--- src/rtl/l2_cache_control_pkg.sv ---
// rtl/l2_cache_control_pkg.sv - shared types and PLRU helpers for the L2 cache control FSM
//   state_t     : controller states
//   plru_t      : 3-bit tree PLRU ([0] root, [1] ways 0/1, [2] ways 2/3; bits point at the victim)
//   way_oh_t    : one-hot way vector
//   plru_victim : PLRU bits -> victim way index
//   plru_update : PLRU bits + accessed way -> new PLRU bits
//   way_onehot  : way index -> one-hot
//   way_index   : one-hot (or multi-hot) -> lowest set way index
package l2_types;

    typedef enum logic [1:0] {
        ST_IDLE       = 2'd0,
        ST_COMPARE    = 2'd1,
        ST_WRITE_BACK = 2'd2,
        ST_FETCH      = 2'd3
    } state_t;

    typedef logic [2:0] plru_t;
    typedef logic [3:0] way_oh_t;

    // Must match the tag select in the pmem address calculator exactly.
    function automatic logic [1:0] plru_victim(input plru_t lru);
        if (!lru[0]) begin
            return lru[1] ? 2'd1 : 2'd0;
        end
        return lru[2] ? 2'd3 : 2'd2;
    endfunction

    // Point the tree away from the accessed way; the bit of the other pair is untouched.
    function automatic plru_t plru_update(input plru_t lru, input logic [1:0] way);
        plru_t n;
        n = lru;
        case (way)
            2'd0: begin n[0] = 1'b1; n[1] = 1'b1; end
            2'd1: begin n[0] = 1'b1; n[1] = 1'b0; end
            2'd2: begin n[0] = 1'b0; n[2] = 1'b1; end
            default: begin n[0] = 1'b0; n[2] = 1'b0; end
        endcase
        return n;
    endfunction

    function automatic way_oh_t way_onehot(input logic [1:0] way);
        return way_oh_t'(4'b0001 << way);
    endfunction

    function automatic logic [1:0] way_index(input way_oh_t oh);
        if (oh[0]) return 2'd0;
        if (oh[1]) return 2'd1;
        if (oh[2]) return 2'd2;
        return 2'd3;
    endfunction

endpackage

--- src/rtl/l2_cache_control_plru_policy.sv ---
// rtl/l2_cache_control_plru_policy.sv - combinational PLRU victim decode and update
//   lru_in     in  3 : PLRU bits of the indexed set
//   access_way in  2 : way being accessed (hit way)
//   victim     out 2 : PLRU victim way index
//   lru_new    out 3 : PLRU bits after the access
module l2_plru_policy
    import l2_types::*;
(
    input  plru_t      lru_in,
    input  logic [1:0] access_way,
    output logic [1:0] victim,
    output plru_t      lru_new
);

    assign victim  = plru_victim(lru_in);
    assign lru_new = plru_update(lru_in, access_way);

endmodule

--- src/rtl/l2_cache_control.sv ---
// rtl/l2_cache_control.sv - L2 cache control FSM: hit, write-back and fill sequencing
//   clk, rst (sync, active-high)
//   arb_read/arb_write in, arb_resp out       : arbiter request/response
//   hit_way, valid, dirty in 4, LRU_out in 3  : indexed-set status
//   pmem_resp in, pmem_read/pmem_write out    : physical memory handshake
//   write_back_bit out                        : victim-tag address select for writeback
//   way_load out 4, data_sel, set_dirty, clr_dirty out : array update controls
//   lru_load out, lru_new out 3               : PLRU write
//   Optional: L2_FILL_INVALID_FIRST_EN - fill the lowest invalid way before using PLRU.
module l2_cache_control
    import l2_types::*;
(
    input  logic       clk,
    input  logic       rst,
    input  logic       arb_read,
    input  logic       arb_write,
    output logic       arb_resp,
    input  logic [3:0] hit_way,
    input  logic [3:0] valid,
    input  logic [3:0] dirty,
    input  logic [2:0] LRU_out,
    input  logic       pmem_resp,
    output logic       pmem_read,
    output logic       pmem_write,
    output logic       write_back_bit,
    output logic [3:0] way_load,
    output logic       data_sel,
    output logic       set_dirty,
    output logic       clr_dirty,
    output logic       lru_load,
    output logic [2:0] lru_new
);

    state_t     state;
    state_t     state_next;
    logic [1:0] victim;
    logic [1:0] plru_way;
    logic [1:0] miss_victim;
    logic       victim_dirty;
    plru_t      lru_upd;
    logic       req;
    logic       is_hit;
    logic       is_miss;

    assign req     = arb_read | arb_write;
    assign is_hit  = |hit_way;
    assign is_miss = (state == ST_COMPARE) && req && !is_hit;

    l2_plru_policy u_plru (
        .lru_in     (LRU_out),
        .access_way (way_index(hit_way)),
        .victim     (plru_way),
        .lru_new    (lru_upd)
    );

    // Only a valid dirty line needs writing back; writeback is always on the
    // PLRU victim, which is what the address calculator decodes.
`ifdef L2_FILL_INVALID_FIRST_EN
    logic any_invalid;
    assign any_invalid  = ~&valid;
    assign miss_victim  = any_invalid ? way_index(~valid) : plru_way;
    assign victim_dirty = any_invalid ? 1'b0 : (dirty[plru_way] & valid[plru_way]);
`else
    assign miss_victim  = plru_way;
    assign victim_dirty = dirty[plru_way] & valid[plru_way];
`endif

    always_ff @(posedge clk) begin
        if (rst) begin
            state  <= ST_IDLE;
            victim <= 2'd0;
        end else begin
            state <= state_next;
            if (is_miss) begin
                victim <= miss_victim;
            end
        end
    end

    always_comb begin
        state_next     = state;
        arb_resp       = 1'b0;
        pmem_read      = 1'b0;
        pmem_write     = 1'b0;
        write_back_bit = 1'b0;
        way_load       = 4'b0000;
        data_sel       = 1'b0;
        set_dirty      = 1'b0;
        clr_dirty      = 1'b0;
        lru_load       = 1'b0;
        lru_new        = 3'b000;
        case (state)
            ST_IDLE: begin
                if (req) begin
                    state_next = ST_COMPARE;
                end
            end
            ST_COMPARE: begin
                if (!req) begin
                    state_next = ST_IDLE;
                end else if (is_hit) begin
                    arb_resp   = 1'b1;
                    lru_load   = 1'b1;
                    lru_new    = lru_upd;
                    // Read+write together is handled as a write.
                    if (arb_write) begin
                        way_load  = hit_way;
                        set_dirty = 1'b1;
                    end
                    state_next = ST_IDLE;
                end else begin
                    state_next = victim_dirty ? ST_WRITE_BACK : ST_FETCH;
                end
            end
            ST_WRITE_BACK: begin
                write_back_bit = 1'b1;
                pmem_write     = 1'b1;
                if (pmem_resp) begin
                    state_next = ST_FETCH;
                end
            end
            ST_FETCH: begin
                pmem_read = 1'b1;
                if (pmem_resp) begin
                    way_load   = way_onehot(victim);
                    data_sel   = 1'b1;
                    clr_dirty  = 1'b1;
                    state_next = ST_COMPARE;
                end
            end
            default: state_next = ST_IDLE;
        endcase
    end

endmodule

--- config.mk ---
export PLATFORM = sky130hd
export DESIGN_NAME = l2_cache_control
export DESIGN_NICKNAME = d
export VERILOG_FILES = /design/src/rtl/l2_cache_control_pkg.sv /design/src/rtl/l2_cache_control_plru_policy.sv /design/src/rtl/l2_cache_control.sv
export SDC_FILE = /design/constraint.sdc
export NUM_CORES = 1
export LEC_CHECK = 0
export ABC_AREA = 1
export CAP_MARGIN = 20
export CORE_MARGIN = 3
export CORE_UTILIZATION = 36
export DETAILED_ROUTE_END_ITERATION = 16
export GPL_TIMING_DRIVEN = 0
export PLACE_DENSITY = 0.82
export SETUP_SLACK_MARGIN = 0.05
export SKIP_CTS_REPAIR_TIMING = 1
export SLEW_MARGIN = 30
export SYNTH_ARGS = -nofsm -noshare
export SYNTH_HDL_FRONTEND = slang
export SYNTH_SLANG_ARGS = --single-unit
--- constraint.sdc ---
create_clock -name clk -period 3.5 [get_ports clk]
set_clock_uncertainty 0.15 [all_clocks]
set_input_delay 0.525 -clock clk [delete_from_list [all_inputs] [get_ports clk]]
set_output_delay 0.525 -clock clk [all_outputs]
set_load 0.03 [all_outputs]
==> flow_metrics.env <==
export IMPL_status="finished, final reports clean"
export IMPL_regArea_um2=80.1
export IMPL_crit_type="primary input to output port"
export IMPL_dpl_cell_area_um2=865
export IMPL_io_pins=35
export IMPL_multi_input_area_um2=340
export IMPL_tightest_slew_ns=0.322
export IMPL_nFillCells=113
export IMPL_synthCells=87
export IMPL_timing_final_ws_setup_ns=0.520
export IMPL_drv_slew=0
export IMPL_cts_buffer_depth=2
export IMPL_synth_warnings=0
export IMPL_gp_congestion=0.799
export IMPL_p_per_area_nw_per_um2=226
export IMPL_cts_sinks=4
export IMPL_grt_first_pass_wirelength_um=2210
export IMPL_synthToLayoutAreaGrowth_pct=75.1
export IMPL_leakage_nw=0.426
export IMPL_place_ws_ns=0.513
export IMPL_numCtsBuffers=3
export IMPL_portBuffers=34
export IMPL_final_cell_area_um2=887
export IMPL_grt_usage_pct=15.2
export IMPL_drtIter0Drc=2
export IMPL_ys_types=19
export IMPL_h_tree_depth=1
export IMPL_hold_violations=0
export IMPL_synth_seq_area_share_pct=15.8
export IMPL_setup_viol=0
export IMPL_dieWidth_um=43.5
export IMPL_antenna_found_initial=0
export IMPL_drt_wl_total_um=1310
export IMPL_overflow=0
export IMPL_maxCapViolations=0
export IMPL_hp_class="flip-flop to flip-flop"
export IMPL_hpwl_um=1130
export IMPL_routed_via_density=4.53
export IMPL_drt_pass1_iterations=3
export IMPL_setup_tns_ns=0
export IMPL_start_kind="primary input"
export IMPL_max_vdd_ir_drop_mv=0.163
export IMPL_ys_seq_elements=4
export IMPL_grt_pass1_vias=585
export IMPL_drive_above_1_share_pct=12.1
export IMPL_r2r_slack_ns=2.04
export IMPL_grt_max_degree=5
export IMPL_diodes=0
export IMPL_rsz0062_at_grt="false"
export IMPL_fin_crit_sh_pct=85.2
export IMPL_vias=625
export IMPL_die_y_um=43.5
export IMPL_wl_per_cell_um=9.48
export IMPL_layout_min_cycle_time_ns=2.98
export IMPL_rows=12
export IMPL_worst_ep_arrival_time_ns=2.31
export IMPL_core_um2=1220
export IMPL_required_ns=2.82
export IMPL_syn_avg_cell_area_um2=5.82
export IMPL_cts_reportedPaths_clkPinSlew_ns=0.04
export IMPL_nets=150
export IMPL_syn_nets=111
export IMPL_drc=0
export IMPL_critical_path_max_fanout=4
export IMPL_clock_latency_ns=0.24
export IMPL_slew_limit_headroom_pct=78.4
export IMPL_start_util_pct=41.7
export IMPL_dieArea_um2=1890
export IMPL_cts_tree="built"
export IMPL_cp_end_kind="output port"
export IMPL_cts_root_buffer="clkbuf_4"
export IMPL_fmax_mhz=336
export IMPL_synth_area_um2=507
export IMPL_final_antenna_net_count=0
[layout make-up]
class                           count  area share (%)
Clock buffer                        3            2.54
Timing Repair Buffer               34            38.4
Buffer                              3            2.54
Inverter                           17            7.19
Tap cell                           14            1.97
Multi-Input combinational cell     63            38.4
Sequential cell                     4            9.03
[worst paths after layout]
kind | start | to | cells past startpoint
max | hit_way[1] | way_load[0] | 8
min | victim[1] | victim[1] | 2
max reg2reg | state[0] | state[0] | 8
min reg2reg | victim[1] | victim[1] | 2
[flip-flops by register name, indices dropped and copies added (netlist names)]
name and cells:
state 2, victim 2
[kinds of logic after synthesis]
group                    Yosys count  synth area share, %
AND/OR/NAND/NOR                   47                 42.0
buffers and inverters             20                 17.0
AO/OA/AOI/OAI                     12                 15.3
adder cells (fa/ha/maj)            4                 9.88
flip-flops                         4                 15.8
[per-stage QoR]
stage	util [%]	hold slack, ns	power [mW]	cells
floorplan	-	0.291	0.0972	87
global placement	71.1	0.308	0.142	135
detailed placement	71.1	0.319	0.143	135
CTS	72.9	0.324	0.203	138
global route	72.9	0.367	0.213	138
finish	72.9	0.323	0.201	138
[Yosys cell counts]
library cell,count,area share [%]
a211oi_1,1,1.5
a21oi_1,3,3.0
a21oi_2,1,1.7
buf_4,3,4.4
dfxtp_1,4,16
ha_1,4,9.9
inv_1,16,12
inv_2,1,0.74
nand2_1,28,21
nand2_2,1,1.2
nand2_4,1,2.2
nand3_1,2,2.0
nand3b_1,1,1.5
nor2_1,10,7.4
nor2_2,2,2.5
nor2_4,2,4.4
o21ai_0,5,4.9
o21ai_1,1,0.99
o21ai_4,1,3.2
[critical path: stages]
cell and delay (ns):
clkdlybuf4s50_1 0.55, nor2_4 0.08, nand2_4 0.08, inv_1 0.04
nor2_1 0.18, nand2_1 0.07, o21ai_0 0.09, clkdlybuf4s50_1 0.69
[power by group]
group          leakage, nW  switching, mW  internal, mW
logic                0.379         0.0475        0.0457
clock network       0.0138         0.0202        0.0384
registers           0.0326        0.00139        0.0476
[layer usage]
| layer | part of all wire (%) | up-vias | global-route usage, % |
|---|---|---|---|
| met4 | 1.3 | 0 | 6.63 |
| met5 | 0 | - | 0 |
| met1 | 43 | 260 | 16.7 |
| met2 | 48 | 27 | 26.5 |
| li1 | - | 335 | - |
| met3 | 8.3 | 3 | 4.56 |
[placed cells by master (no fill, tap or decap)]
cell type	synthesis	routed
a211oi_1	1	1
a21oi_1	3	3
a21oi_2	1	1
buf_4	3	3
clkbuf_4	0	3
clkdlybuf4s50_1	0	34
dfxtp_1	4	4
ha_1	4	4
inv_1	16	16
inv_2	1	1
nand2_1	28	28
nand2_2	1	1
nand2_4	1	1
nand3_1	2	2
nand3b_1	1	1
nor2_1	10	10
nor2_2	2	2
nor2_4	2	2
o21ai_0	5	5
o21ai_1	1	1
o21ai_4	1	1
(Power assumes the default switching activity.)
